File: config.mk
export PLATFORM = sky130hd
export DESIGN_NAME = hd44780_responder
export DESIGN_NICKNAME = d
export VERILOG_FILES = /design/src/rtl/hd44780_responder.sv
export SDC_FILE = /design/constraint.sdc
export NUM_CORES = 1
export LEC_CHECK = 0
export CORE_MARGIN = 10
export CORE_UTILIZATION = 40
export CTS_BUF_LIST = sky130_fd_sc_hd__clkbuf_16
export DETAILED_ROUTE_END_ITERATION = 16
export PLACE_DENSITY_LB_ADDON = 0.12
export SYNTH_ARGS = -nofsm -noshare
export SYNTH_HDL_FRONTEND = slang
export SYNTH_SLANG_ARGS = --single-unit
File: constraint.sdc
create_clock -name clock -period 6.05 [get_ports clock]
set_input_delay 0.9075 -clock clock [delete_from_list [all_inputs] [get_ports clock]]
set_output_delay 0.9075 -clock clock [all_outputs]
set_load 0.02 [all_outputs]
File: src/rtl/hd44780_responder.sv
// ---------------------------------------------------------------------------
// hd44780_responder
//   Receiving end of an HD44780-style RS/RW/E/DB bus. Decodes instructions,
//   holds the 80-byte DDRAM, the address counter and the display/entry/shift
//   state, models busy timing, and answers busy-flag and data reads. It is
//   used as a loopback target and as a debug mirror of the panel contents.
//
// Ports
//   clock        system clock (at least 8x the E strobe rate)
//   reset        synchronous, active-low reset
//   RS, RW, E    bus control (E is asynchronous to clock)
//   DB_in        bus data from the initiator
//   DB_out       read data, DB_oe high while it is driven
//   rd_addr      debug DDRAM read address (linear 0..79)
//   rd_data      DDRAM[rd_addr], one cycle latency
//   ac           address counter (HD44780 DDRAM address)
//   shift_offset display shift, 0..39
//   display_on, cursor_on, blink_on  display-control D/C/B bits
//   incr, entry_shift                entry-mode I/D and S bits
//   line2                            function-set N bit
//   busy         busy flag
//   cmd_strobe   one-cycle pulse per accepted write
//   err          one-cycle pulse on a rejected or unsupported operation
// ---------------------------------------------------------------------------
module hd44780_responder #(
  parameter int BUSY_CYCLES    = 37,
  parameter int HOME_CYCLES    = 1520,
  parameter int CLEAR_CYCLES   = 1520,
  parameter int POWERUP_CYCLES = 100
) (
  input  logic       clock,
  input  logic       reset,
  input  logic       RS,
  input  logic       RW,
  input  logic       E,
  input  logic [7:0] DB_in,
  output logic [7:0] DB_out,
  output logic       DB_oe,
  input  logic [6:0] rd_addr,
  output logic [7:0] rd_data,
  output logic [6:0] ac,
  output logic [5:0] shift_offset,
  output logic       display_on,
  output logic       cursor_on,
  output logic       blink_on,
  output logic       incr,
  output logic       entry_shift,
  output logic       line2,
  output logic       busy,
  output logic       cmd_strobe,
  output logic       err
);

  localparam logic [6:0] DDRAM_DEPTH = 7'd80;
  localparam logic [6:0] FILL_LAST   = 7'd79;

  // Address helpers ---------------------------------------------------------

  // HD44780 address to linear DDRAM index (second line starts at index 40).
  function automatic logic [6:0] lin_addr(input logic [6:0] a, input logic two_line);
    if (two_line && (a >= 7'h40)) begin
      lin_addr = a - 7'd24;
    end else begin
      lin_addr = a;
    end
  endfunction

  function automatic logic addr_legal(input logic [6:0] a, input logic two_line);
    if (two_line) begin
      addr_legal = (a <= 7'h27) || ((a >= 7'h40) && (a <= 7'h67));
    end else begin
      addr_legal = (a <= 7'h4F);
    end
  endfunction

  // One address-counter step, jumping the gaps between lines.
  function automatic logic [6:0] ac_step(input logic [6:0] a, input logic up,
                                         input logic two_line);
    if (two_line) begin
      if (up) begin
        if (a == 7'h27)      ac_step = 7'h40;
        else if (a == 7'h67) ac_step = 7'h00;
        else                 ac_step = a + 7'd1;
      end else begin
        if (a == 7'h40)      ac_step = 7'h27;
        else if (a == 7'h00) ac_step = 7'h67;
        else                 ac_step = a - 7'd1;
      end
    end else begin
      if (up) begin
        ac_step = (a == 7'h4F) ? 7'h00 : (a + 7'd1);
      end else begin
        ac_step = (a == 7'h00) ? 7'h4F : (a - 7'd1);
      end
    end
  endfunction

  // Display shift step modulo 40.
  function automatic logic [5:0] shift_step(input logic [5:0] s, input logic up);
    if (up) begin
      shift_step = (s == 6'd39) ? 6'd0 : (s + 6'd1);
    end else begin
      shift_step = (s == 6'd0) ? 6'd39 : (s - 6'd1);
    end
  endfunction

  // State -------------------------------------------------------------------

  logic [10:0] sync1_r, sync2_r;   // {E, RS, RW, DB}
  logic        e_prev_r;
  logic [15:0] busy_cnt_r;
  logic        busy_r;
  logic        fill_active_r;
  logic [6:0]  fill_idx_r;
  logic [6:0]  ac_r;
  logic [5:0]  shift_r;
  logic        display_on_r, cursor_on_r, blink_on_r;
  logic        incr_r, entry_shift_r, line2_r;
  logic        cmd_strobe_r, err_r;
  logic [7:0]  db_out_r;
  logic        db_oe_r;
  logic [7:0]  rd_data_r;
  logic [7:0]  ddram_r [0:79];

  logic        e_s, rs_s, rw_s;
  logic [7:0]  db_s;
  logic        wr_fall_s, rd_fall_s;
  logic [6:0]  cur_lin_s;
  logic        ddram_we_s;
  logic [6:0]  ddram_waddr_s;
  logic [7:0]  ddram_wdata_s;

  // Synchronized bus view, fall detection and DDRAM write-port selection.
  always_comb begin
    e_s           = sync2_r[10];
    rs_s          = sync2_r[9];
    rw_s          = sync2_r[8];
    db_s          = sync2_r[7:0];
    wr_fall_s     = e_prev_r && !e_s && !rw_s;
    rd_fall_s     = e_prev_r && !e_s && rw_s && rs_s;
    cur_lin_s     = lin_addr(ac_r, line2_r);
    ddram_we_s    = 1'b0;
    ddram_waddr_s = 7'd0;
    ddram_wdata_s = 8'h00;
    if (!reset) begin
      ddram_we_s = 1'b0;
    end else if (fill_active_r) begin
      // Clear fill owns the port; busy is high so no data write can collide.
      ddram_we_s    = 1'b1;
      ddram_waddr_s = fill_idx_r;
      ddram_wdata_s = 8'h20;
    end else if (wr_fall_s && rs_s && !busy_r && (cur_lin_s < DDRAM_DEPTH)) begin
      ddram_we_s    = 1'b1;
      ddram_waddr_s = cur_lin_s;
      ddram_wdata_s = db_s;
    end else begin
      ddram_we_s = 1'b0;
    end
  end

  // DDRAM storage: not reset, so bytes already cleared survive a reset.
  always_ff @(posedge clock) begin
    if (ddram_we_s) begin
      ddram_r[ddram_waddr_s] <= ddram_wdata_s;
    end
  end

  // Bus synchronizer, edge history, and registered read ports.
  always_ff @(posedge clock) begin
    if (!reset) begin
      sync1_r   <= 11'd0;
      sync2_r   <= 11'd0;
      e_prev_r  <= 1'b0;
      db_out_r  <= 8'h00;
      db_oe_r   <= 1'b0;
      rd_data_r <= 8'h00;
    end else begin
      sync1_r  <= {E, RS, RW, DB_in};
      sync2_r  <= sync1_r;
      e_prev_r <= e_s;
      if (e_s && rw_s) begin
        db_oe_r <= 1'b1;
        if (rs_s) begin
          db_out_r <= (cur_lin_s < DDRAM_DEPTH) ? ddram_r[cur_lin_s] : 8'h00;
        end else begin
          db_out_r <= {busy_r, ac_r};
        end
      end else begin
        db_oe_r  <= 1'b0;
        db_out_r <= 8'h00;
      end
      // Old byte is returned when rd_addr collides with a write this cycle.
      rd_data_r <= (rd_addr < DDRAM_DEPTH) ? ddram_r[rd_addr] : 8'h00;
    end
  end

  // Busy timing, clear fill sequencing and instruction/data execution.
  always_ff @(posedge clock) begin
    if (!reset) begin
      busy_cnt_r    <= 16'(POWERUP_CYCLES);
      busy_r        <= 1'b1;
      fill_active_r <= 1'b0;
      fill_idx_r    <= 7'd0;
      ac_r          <= 7'd0;
      shift_r       <= 6'd0;
      display_on_r  <= 1'b0;
      cursor_on_r   <= 1'b0;
      blink_on_r    <= 1'b0;
      incr_r        <= 1'b1;
      entry_shift_r <= 1'b0;
      line2_r       <= 1'b1;
      cmd_strobe_r  <= 1'b0;
      err_r         <= 1'b0;
    end else begin
      // Flag lags the counter by one cycle, so a fall on the cycle the
      // counter reaches zero is still rejected.
      if (busy_cnt_r != 16'd0) begin
        busy_cnt_r <= busy_cnt_r - 16'd1;
      end
      busy_r <= (busy_cnt_r != 16'd0);

      if (fill_active_r) begin
        fill_idx_r    <= fill_idx_r + 7'd1;
        fill_active_r <= (fill_idx_r != FILL_LAST);
      end

      cmd_strobe_r <= 1'b0;
      err_r        <= 1'b0;

      if (wr_fall_s) begin
        if (busy_r) begin
          err_r <= 1'b1;
        end else begin
          cmd_strobe_r <= 1'b1;
          busy_r       <= 1'b1;
          busy_cnt_r   <= 16'(BUSY_CYCLES);
          if (rs_s) begin
            ac_r <= ac_step(ac_r, incr_r, line2_r);
            if (entry_shift_r) begin
              shift_r <= shift_step(shift_r, incr_r);
            end
          end else begin
            // Decode by the highest set bit of the instruction byte.
            casez (db_s)
              8'b1???_????: begin
                if (addr_legal(db_s[6:0], line2_r)) begin
                  ac_r <= db_s[6:0];
                end else begin
                  err_r <= 1'b1;
                end
              end
              8'b01??_????: begin
                err_r <= 1'b1;
              end
              8'b001?_????: begin
                if (!db_s[4]) begin
                  err_r <= 1'b1;
                end else begin
                  line2_r <= db_s[3];
                end
              end
              8'b0001_????: begin
                if (db_s[3]) begin
                  shift_r <= shift_step(shift_r, db_s[2]);
                end else begin
                  ac_r <= ac_step(ac_r, db_s[2], line2_r);
                end
              end
              8'b0000_1???: begin
                display_on_r <= db_s[2];
                cursor_on_r  <= db_s[1];
                blink_on_r   <= db_s[0];
              end
              8'b0000_01??: begin
                incr_r        <= db_s[1];
                entry_shift_r <= db_s[0];
              end
              8'b0000_001?: begin
                ac_r       <= 7'd0;
                shift_r    <= 6'd0;
                busy_cnt_r <= 16'(HOME_CYCLES);
              end
              8'b0000_0001: begin
                ac_r          <= 7'd0;
                shift_r       <= 6'd0;
                incr_r        <= 1'b1;
                fill_active_r <= 1'b1;
                fill_idx_r    <= 7'd0;
                busy_cnt_r    <= 16'(CLEAR_CYCLES);
              end
              default: begin
                err_r <= 1'b0;
              end
            endcase
          end
        end
      end else if (rd_fall_s) begin
        if (busy_r) begin
          err_r <= 1'b1;
        end else begin
          ac_r <= ac_step(ac_r, incr_r, line2_r);
          if (entry_shift_r) begin
            shift_r <= shift_step(shift_r, incr_r);
          end
        end
      end
    end
  end

  assign DB_out       = db_out_r;
  assign DB_oe        = db_oe_r;
  assign rd_data      = rd_data_r;
  assign ac           = ac_r;
  assign shift_offset = shift_r;
  assign display_on   = display_on_r;
  assign cursor_on    = cursor_on_r;
  assign blink_on     = blink_on_r;
  assign incr         = incr_r;
  assign entry_shift  = entry_shift_r;
  assign line2        = line2_r;
  assign busy         = busy_r;
  assign cmd_strobe   = cmd_strobe_r;
  assign err          = err_r;

endmodule

==> impl_metrics.csv, run 1 <==
group,metric,value,unit
outcome,status,"completed",
setup_path,end_kind,"register",
clock_network,holdBufCountCts,0,
floorplanning,die_area,0.09940,mm2
setup_path,start_kind,"register",
yosys,yosys.area.top_type_share,0.5511,
yosys,yosys.area.top_type,"edfxtp_1",
setup_path,cp_data_required_time,6290,ps
setup_path,reg2reg_setup_slack,1270,ps
clock_network,post_cts_resized,0,
yosys,synth_edf_count,640,
cells_and_area,stdcell_area,0.03937,mm2
timing,setup_viol,0,
global_route,grt_max_degree,80,
yosys,synthTopCellsByCount,"640 x edfxtp_1, 357 x mux4_2, 155 x nor2_1",
drt,postRouteAntennaNets,0,
setup_path,timing.rr.end,"ddram_r[27][5]$_DFFE_PP_",
setup_path,path_class,"register to register",
setup_path,cp_max_fo,20,
global_route,grt_pass1_wl,158800,um
yosys,ys_async_sr_fraction,0,
drt,drt_iter0_markers,2814,
timing,setup_tns,0,ps
setup_path,ff2ff_path_depth,7,
timing,final_period_minus_worst_setup_slack,4780,ps
timing,worst_pin_slew,1157,ps
yosys,synth_ff_type,"edfxtp_1",
yosys,synth_fp_nets,2097,
clock_network,clk_pin_slew,60,ps
floorplanning,ios,59,
yosys,yosys-top-cells-area,"edfxtp_1 55%, mux4_2 23%, dfxtp_1 4.9%",
timing,fin_ws,1270,ps
timing,hold_viol_final,0,
flow_run,drv_cap,0,
floorplanning,core-area,0.08662,mm2
clock_network,htreeDepth,3,
clock_network,cts.sinks,726,
floorplanning,die_x,315.3,um
yosys,ys_ff_latch,726,
yosys,syn_avg_cell_area,16.88,um2
placement,place_ws,1409,ps
floorplanning,die_y,315.3,um
drt,wirelength,110300,um
clock_network,clk_latency,630,ps
drt,drt_first_pass_iters,6,
clock_network,cts_buffers,81,
global_route,globalRouteOverflowTotal,0,
worst_hold_path,worstHoldPathType,"register to register",
clock_network,cts_setup_buffers,0,
timing,drv_slew,0,
drt,vias,21408,
yosys,syn-cell-area,0.03488,mm2
setup_path,cp.arrival,5020,ps
yosys,ys_warn_count,0,
pwr,power_leakage,11.27,nW
pwr,power_density,274.1,mW/mm2
yosys,synthCells,2066,
drt,wl_per_cell,33.18,um
clock_network,cts_tree,"done",
pwr,vdd_ir_drop_max,183.4,uV
placement,post_dp_cell_area,0.03662,mm2
drt,viasPerCell,6.440,
timing,finalCritPeriodShare,0.7901,
placement,io_buffers,58,
clock_network,cts-root-buf,"clkbuf_16",
timing,fin_skew,21.09,ps
timing,max_freq,0.2092,GHz
setup_path,reg2reg_from,"ac[4]$_SDFFE_PN0P_",
cells_and_area,area_growth,12.87,%
global_route,grt.total_usage,0.2202,
cells_and_area,num_antenna_cells,0,
global_route,grt_antenna_before_repair,2,
yosys,ys_seq_area_frac,0.6004,
floorplanning,rows,108,
setup_path,crit_start,"ac[4]$_SDFFE_PN0P_",
yosys,synth.most_common_cell,"edfxtp_1",
placement,place_congestion,0.9036,
floorplanning,initial_core_util,0.4026,
global_route,first_global_vias,20758,
clock_network,clockBufferDepth,3,
timing,rsz0062_at_grt,"no",
cells_and_area,drive_above_1_share,0.2600,
timing,slew_headroom,0.2288,
cells_and_area,final_net_count,2134,
drt,drc_errors,0,
placement,hpwl,73940,um
yosys,synth_cell_types,88,
setup_path,endpoint,"ddram_r[27][5]$_DFFE_PP_",
[metal layers]
layer,up-vias,track usage,wire length [um]
met5,-,0,0
met4,0,0.06499,3043
met3,154,0.04328,10120
met2,1217,0.3266,49400
met1,11359,0.3256,47740
li1,8678,-,-
[registers in the layout, summed over array words and instances (netlist names), 6 cells and up]
name	flops
shift_offset	6
ddram_r	640
rd_data	8
busy_cnt_r	16
ac	7
sync1_r	11
sync2_r	11
DB_out	8
fill_idx_r	7
[placed cells by master (no fill, tap or decap), drive strengths merged, types with 29 or more instances in the layout]
cell,instances
edfxtp,640
mux4,357
nor2,155
nand2,100
clkbuf,90
dfxtp,86
clkdlybuf4s50,54
mux2i,53
buf,52
inv,49
o21ai,45
and2,32
nand3,29
[logic make-up (layout without fill, tap and decap cells)]
kind of cell	Yosys count	count (layout)	share of synthesized area
AOI/OAI and AO/OA	264	264	0.05385
xor gates and xnor gates	33	33	0.008287
adders and majority gates	11	11	0.003946
buffers and inverters	179	282	0.02504
DFF	726	726	0.6004
muxes	410	410	0.2457
and+or+nand+nor	443	443	0.06271
[per-stage QoR]
step           hold slack (ps)  power (mW)  std cells    util
6_report                 434.9       10.79       3324  0.4545
2_1_floorplan            411.9       5.714       2066       -
3_5_place_dp             420.3       5.827       3175  0.4228
3_3_place_gp             423.3       5.826       3175  0.4228
4_1_cts                  436.6       10.87       3324  0.4545
5_1_grt                  441.4       11.09       3324  0.4545
[report_power, final]
part / switching [mW] / internal [mW]
Sequential: 0.0164 / 5.38
Clock: 2.06 / 3.01
Combinational: 0.185 / 0.138
[cell type report]
cell class                 instances  area, um2
clock inverter                    59      489.2
inverter                          27      101.3
timing repair buffer             106       1040
sequential                       726      20950
tap                             1155       1445
fill                            7412      47250
clock buffer                      90       2252
multi-input combinational       1161      13090
[worst min-delay path by stage]
stage	start	end	slack (ps)	cells past startpoint
after floorplan	sync1_r[0]$_SDFF_PN0_	sync2_r[0]$_SDFF_PN0_	410	1
after global placement	sync1_r[2]$_SDFF_PN0_	sync2_r[2]$_SDFF_PN0_	420	1
after detailed placement	sync1_r[0]$_SDFF_PN0_	sync2_r[0]$_SDFF_PN0_	420	1
after CTS	sync1_r[10]$_SDFF_PN0_	sync2_r[10]$_SDFF_PN0_	440	1
after global routing	sync1_r[10]$_SDFF_PN0_	sync2_r[10]$_SDFF_PN0_	440	1
final	sync1_r[10]$_SDFF_PN0_	sync2_r[10]$_SDFF_PN0_	430	1
[critical path, stage by stage (launching register included)]
cell and delay [ps]:
dfxtp_1 740, inv_1 270, ha_1 400, o31a_1 440, a21oi_1 540, a31o_2 330, nand4_2 770, nor2_1 890
(Power assumes the default switching activity.)
==> run 2: changes to the inputs <==
==> constraint.sdc (replaced) <==
create_clock -name clock -period 4.44 [get_ports clock]
set_input_delay 0.666 -clock clock [delete_from_list [all_inputs] [get_ports clock]]
set_output_delay 0.666 -clock clock [all_outputs]
set_load 0.02 [all_outputs]
==> impl_metrics.csv, run 2 (synthesized netlist as in run 1, its figures left out) <==
group,metric,value,unit
placement,hpwl,76770,um
cells_and_area,drive_above_1_share,0.2984,
placement,place_ws,567.5,ps
pwr,power_density,366.7,mW/mm2
clock_network,cts_buffers,82,
flow_run,drv_cap,0,
clock_network,cts_tree,"done",
clock_network,htreeDepth,3,
placement,place_congestion,0.9425,
cells_and_area,largest_register,"ddram_r",
floorplanning,die_area,0.09940,mm2
clock_network,clk_pin_slew,70,ps
setup_path,reg2reg_from,"ac[4]$_SDFFE_PN0P_",
drt,wl_per_cell,32.40,um
setup_path,cp_slowest_cell,"nor2_1",
setup_path,path_buf_inv,2,
setup_path,cp_data_required_time,4690,ps
floorplanning,rows,108,
drt,drt_first_pass_iters,6,
timing,whs,437.5,ps
drt,drc_errors,0,
timing,drv_slew,0,
setup_path,path_cells,"inv_1 -> ha_1 -> o31a_1 -> a211oi_1 -> o21ai_0 -> nand3b_1 -> buf_4 -> nor2_1",
timing,setup_viol,0,
timing,finalCritPeriodShare,0.9007,
setup_path,ff2ff_path_depth,8,
drt,vias,21611,
global_route,grt_max_degree,56,
drt,drt_iter0_markers,2807,
floorplanning,initial_core_util,0.4026,
timing,hold_viol_final,0,
setup_path,reg2reg_setup_slack,440,ps
drt,wl_met1,47300,um
drt,route.met2.wl,52010,um
setup_path,cp_slowest_stage_delay,740,ps
floorplanning,die_x,315.3,um
global_route,grt_antenna_before_repair,6,
setup_path,cp.arrival,4250,ps
setup_path,endpoint,"ddram_r[46][5]$_DFFE_PP_",
clock_network,holdBufCountCts,0,
setup_path,path_class,"register to register",
cells_and_area,fin_util,0.4657,
timing,setup_tns,0,ps
drt,routed.top_layer,"met5",
outcome,status,"completed",
global_route,globalRouteOverflowTotal,0,
pwr,vdd_ir_drop_max,260.0,uV
pwr,power_leakage,11.84,nW
drt,postRouteAntennaNets,0,
cells_and_area,final_net_count,2246,
cells_and_area,largestRegisters,"ddram_r (640), busy_cnt_r (16)",
worst_hold_path,worstHoldPathType,"register to register",
setup_path,path_delay_family,"compound AO/OA/AOI/OAI gates",
timing,final_period_minus_worst_setup_slack,3999,ps
setup_path,end_kind,"register",
pwr,total_power,14.79,mW
global_route,first_global_vias,21701,
global_route,grt.total_usage,0.2228,
placement,io_buffers,58,
timing,slew_headroom,0.3680,
setup_path,timing.rr.end,"ddram_r[46][5]$_DFFE_PP_",
drt,viasPerCell,6.288,
drt,dr_wl_met3,9075,um
cells_and_area,mostFrequentLayoutCells,"640 x edfxtp_1, 357 x mux4_2, 154 x nor2_1, 141 x buf_4, 98 x nand2_1",
clock_network,clockBufferDepth,3,
setup_path,crit_start,"ac[4]$_SDFFE_PN0P_",
floorplanning,ios,59,
clock_network,cts.sinks,726,
drt,wirelength,111400,um
clock_network,cts_setup_buffers,0,
clock_network,post_cts_resized,0,
floorplanning,die_y,315.3,um
cells_and_area,largest_reg_flops,640,
setup_path,cp_max_fo,12,
timing,fin_ws,440.9,ps
worst_hold_path,min_from,"sync1_r[0]$_SDFF_PN0_",
setup_path,cp.depth,8,
global_route,grt_pass1_wl,161000,um
timing,worst_pin_slew,944.6,ps
timing,max_freq,0.2501,GHz
setup_path,start_kind,"register",
floorplanning,core-area,0.08662,mm2
timing,rsz0062_at_grt,"no",
cells_and_area,final_common_cell,"edfxtp_1",
clock_network,clk_latency,650,ps
cells_and_area,num_antenna_cells,0,
clock_network,cts-root-buf,"clkbuf_16",
timing,fin_skew,35.88,ps
cells_and_area,area_growth,15.66,%
## run 2: area by class of cell
type / count / area [um2]
Clock inverter: 69 / 695.7
Timing Repair Buffer: 217 / 2011
Inverter: 27 / 101.3
Tap cell: 1155 / 1445
Clock buffer: 82 / 2052
Fill cell: 7423 / 46280
Sequential cell: 726 / 20950
Multi-Input combinational cell: 1161 / 13080
## run 2: worst min-delay path by stage
| stage | to | slack [ps] | cells after the start |
|---|---|---|---|
| detailed placement | sync2_r[8]$_SDFF_PN0_ | 420 | 1 |
| global placement | sync2_r[0]$_SDFF_PN0_ | 430 | 1 |
| floorplan | sync2_r[0]$_SDFF_PN0_ | 410 | 1 |
| global route | sync2_r[2]$_SDFF_PN0_ | 460 | 1 |
| finish | sync2_r[0]$_SDFF_PN0_ | 440 | 1 |
| CTS | sync2_r[0]$_SDFF_PN0_ | 440 | 1 |
## run 2: power by group
part | leakage [nW] | internal [mW] | switching (mW)
clock | 1.37 | 4.09 | 2.88
sequential | 6.04 | 7.33 | 0.0289
combinational | 4.42 | 0.199 | 0.255
total | 11.8 | 11.6 | 3.17
## run 2: layer usage
| layer | up-vias | GRT usage |
|---|---|---|
| met5 | - | 0 |
| met4 | 2 | 0.06231 |
| met3 | 177 | 0.03621 |
| met2 | 1091 | 0.3466 |
| met1 | 11454 | 0.3214 |
| li1 | 8887 | - |
## run 2: worst reg2reg max path: stages (launching register included)
cell and delay (ps):
dfxtp_1 580, inv_1 210, ha_1 380, o31a_1 440, a211oi_1 360, o21ai_0 310
nand3b_1 330, buf_4 250, nor2_1 750
## run 2: stage by stage
step	std cells	cell area, um2
global route	3437	40340
finish	3437	40340
global placement	3286	37590
detailed placement	3286	37590
floorplan	2066	34880
CTS	3437	40340
==> run 3: changes to the inputs <==
--- a/config.mk
+++ b/config.mk
@@ -6,10 +6,9 @@
 export NUM_CORES = 1
 export LEC_CHECK = 0
 export CORE_MARGIN = 10
-export CORE_UTILIZATION = 40
+export CORE_UTILIZATION = 35
 export CTS_BUF_LIST = sky130_fd_sc_hd__clkbuf_16
 export DETAILED_ROUTE_END_ITERATION = 16
-export PLACE_DENSITY_LB_ADDON = 0.12
 export SYNTH_ARGS = -nofsm -noshare
 export SYNTH_HDL_FRONTEND = slang
 export SYNTH_SLANG_ARGS = --single-unit
==> impl_metrics.csv, run 3 (synthesized netlist as in run 1, its figures left out) <==
group,metric,value,unit
outcome,status,"completed",
global_route,globalRouteOverflowTotal,0,
global_route,grt_pass1_wl,152700,um
floorplanning,die_x,335.7,um
placement,place_ws,426.0,ps
timing,max_freq,0.2403,GHz
clock_network,clockBufferDepth,3,
drt,viasPerCell,6.097,
timing,setup_viol,0,
clock_network,clk_latency,640,ps
clock_network,cts_setup_buffers,0,
cells_and_area,largestRegisters,"ddram_r (640), busy_cnt_r (16)",
clock_network,post_cts_resized,0,
placement,hpwl,71690,um
cells_and_area,fill_cells,8760,
timing,final_period_minus_worst_setup_slack,4161,ps
cells_and_area,mostFrequentLayoutCells,"640 x edfxtp_1, 357 x mux4_2, 154 x nor2_1, 98 x nand2_1, 91 x buf_4",
floorplanning,core-area,0.09856,mm2
cells_and_area,final_common_cell,"edfxtp_1",
timing,whs,438.4,ps
setup_path,timing.rr.end,"ddram_r[73][4]$_DFFE_PP_",
floorplanning,die_y,335.7,um
setup_path,crit_start,"ac[4]$_SDFFE_PN0P_",
clock_network,cts.sinks,726,
timing,fin_skew,22.67,ps
setup_path,endpoint,"ddram_r[73][4]$_DFFE_PP_",
clock_network,cts_tree,"done",
setup_path,ff2ff_path_depth,8,
drt,drt_iter0_markers,2798,
clock_network,cts_buffers,77,
placement,numPlacedInstances,3369,
global_route,grt_antenna_before_repair,2,
placement,io_buffers,58,
setup_path,path_class,"register to register",
clock_network,clk_pin_slew,60,ps
timing,setup_tns,0,ps
cells_and_area,area_growth,14.66,%
setup_path,reg2reg_from,"ac[4]$_SDFFE_PN0P_",
timing,hold_viol_final,0,
setup_path,end_kind,"register",
drt,drc_errors,0,
timing,finalCritPeriodShare,0.9372,
setup_path,reg2reg_setup_slack,280,ps
drt,vias,21413,
placement,place_congestion,0.9833,
floorplanning,die_area,0.1127,mm2
drt,postRouteAntennaNets,0,
timing,fin_ws,278.7,ps
drt,wl_per_cell,29.70,um
cells_and_area,fin_util,0.4057,
setup_path,cp.arrival,4420,ps
cells_and_area,num_antenna_cells,0,
cells_and_area,largest_reg_flops,640,
worst_hold_path,worstHoldPathType,"register to register",
cells_and_area,largest_register,"ddram_r",
floorplanning,rows,115,
global_route,grt_max_degree,66,
pwr,power_leakage,11.51,nW
setup_path,cp_max_fo,15,
drt,drt_first_pass_iters,5,
pwr,vdd_ir_drop_max,289.5,uV
worst_hold_path,min_path_cells,1,
global_route,grt.total_usage,0.1832,
clock_network,holdBufCountCts,0,
clock_network,htreeDepth,3,
setup_path,cp_data_required_time,4700,ps
floorplanning,ios,59,
pwr,power_density,359.8,mW/mm2
flow_run,drv_cap,0,
drt,wirelength,104300,um
cells_and_area,final_net_count,2192,
cells_and_area,layoutNonFillerInstCount,3512,
timing,worst_pin_slew,1276,ps
global_route,first_global_vias,21323,
floorplanning,initial_core_util,0.3538,
setup_path,start_kind,"register",
timing,rsz0062_at_grt,"no",
timing,drv_slew,0,
cells_and_area,drive_above_1_share,0.2782,
clock_network,cts-root-buf,"clkbuf_16",
timing,slew_headroom,0.1453,
## run 3: cell count changes in the layout (fill, tap and decap cells not counted), moves of 3 or more
cell       change
buf_4         -50
clkbuf_16      -4
clkinv_1       +3
clkinv_2       -5
## run 3: where the power goes
part | total, mW | switching [mW] | internal [mW]
registers | 7.36 | 0.0240 | 7.33
logic | 0.444 | 0.248 | 0.196
clock network | 6.59 | 2.77 | 3.82
## run 3: layout make-up
type | count | area (um2) | area share
flip-flops and latches | 726 | 20950 | 0.5239
multi-input cells | 1161 | 13080 | 0.3271
clock buffers | 78 | 1952 | 0.04881
repair buffers | 168 | 1655 | 0.04140
well taps | 1287 | 1610 | 0.04027
clock inverters | 65 | 639.4 | 0.01599
inverters | 27 | 101.3 | 0.002534
## run 3: routing by layer
| layer | GRT usage | part of all wire | vias to the layer above |
|---|---|---|---|
| li1 | - | - | 8786 |
| met1 | 0.2553 | 0.41 | 11248 |
| met2 | 0.2846 | 0.46 | 1178 |
| met3 | 0.03310 | 0.089 | 199 |
| met4 | 0.06649 | 0.035 | 2 |
| met5 | 0 | 0.00012 | - |
## run 3: worst max-delay path: stages, from the launching register on
cell	delay (ps)
dfxtp_1	430
buf_4	240
ha_1	290
xnor2_1	160
o31a_1	400
a21oi_1	550
a31o_2	310
nand2_1	530
nor2_1	850
## run 3: metrics by stage
| stage | cell area (um2) | power (mW) |
|---|---|---|
| floorplan | 34880 | 7.786 |
| global placement | 37400 | 7.941 |
| detailed placement | 37400 | 7.944 |
| CTS | 39990 | 14.49 |
| global route | 39990 | 14.81 |
| finish | 39990 | 14.39 |
## run 3: how the worst min path moves through the flow
| stage | from | end | slack, ps |
|---|---|---|---|
| final | sync1_r[1]$_SDFF_PN0_ | sync2_r[1]$_SDFF_PN0_ | 440 |
| after global routing | sync1_r[2]$_SDFF_PN0_ | sync2_r[2]$_SDFF_PN0_ | 450 |
| after CTS | sync1_r[1]$_SDFF_PN0_ | sync2_r[1]$_SDFF_PN0_ | 440 |
| after detailed placement | sync1_r[0]$_SDFF_PN0_ | sync2_r[0]$_SDFF_PN0_ | 420 |
| after global placement | sync1_r[2]$_SDFF_PN0_ | sync2_r[2]$_SDFF_PN0_ | 430 |
| after floorplan | sync1_r[0]$_SDFF_PN0_ | sync2_r[0]$_SDFF_PN0_ | 410 |
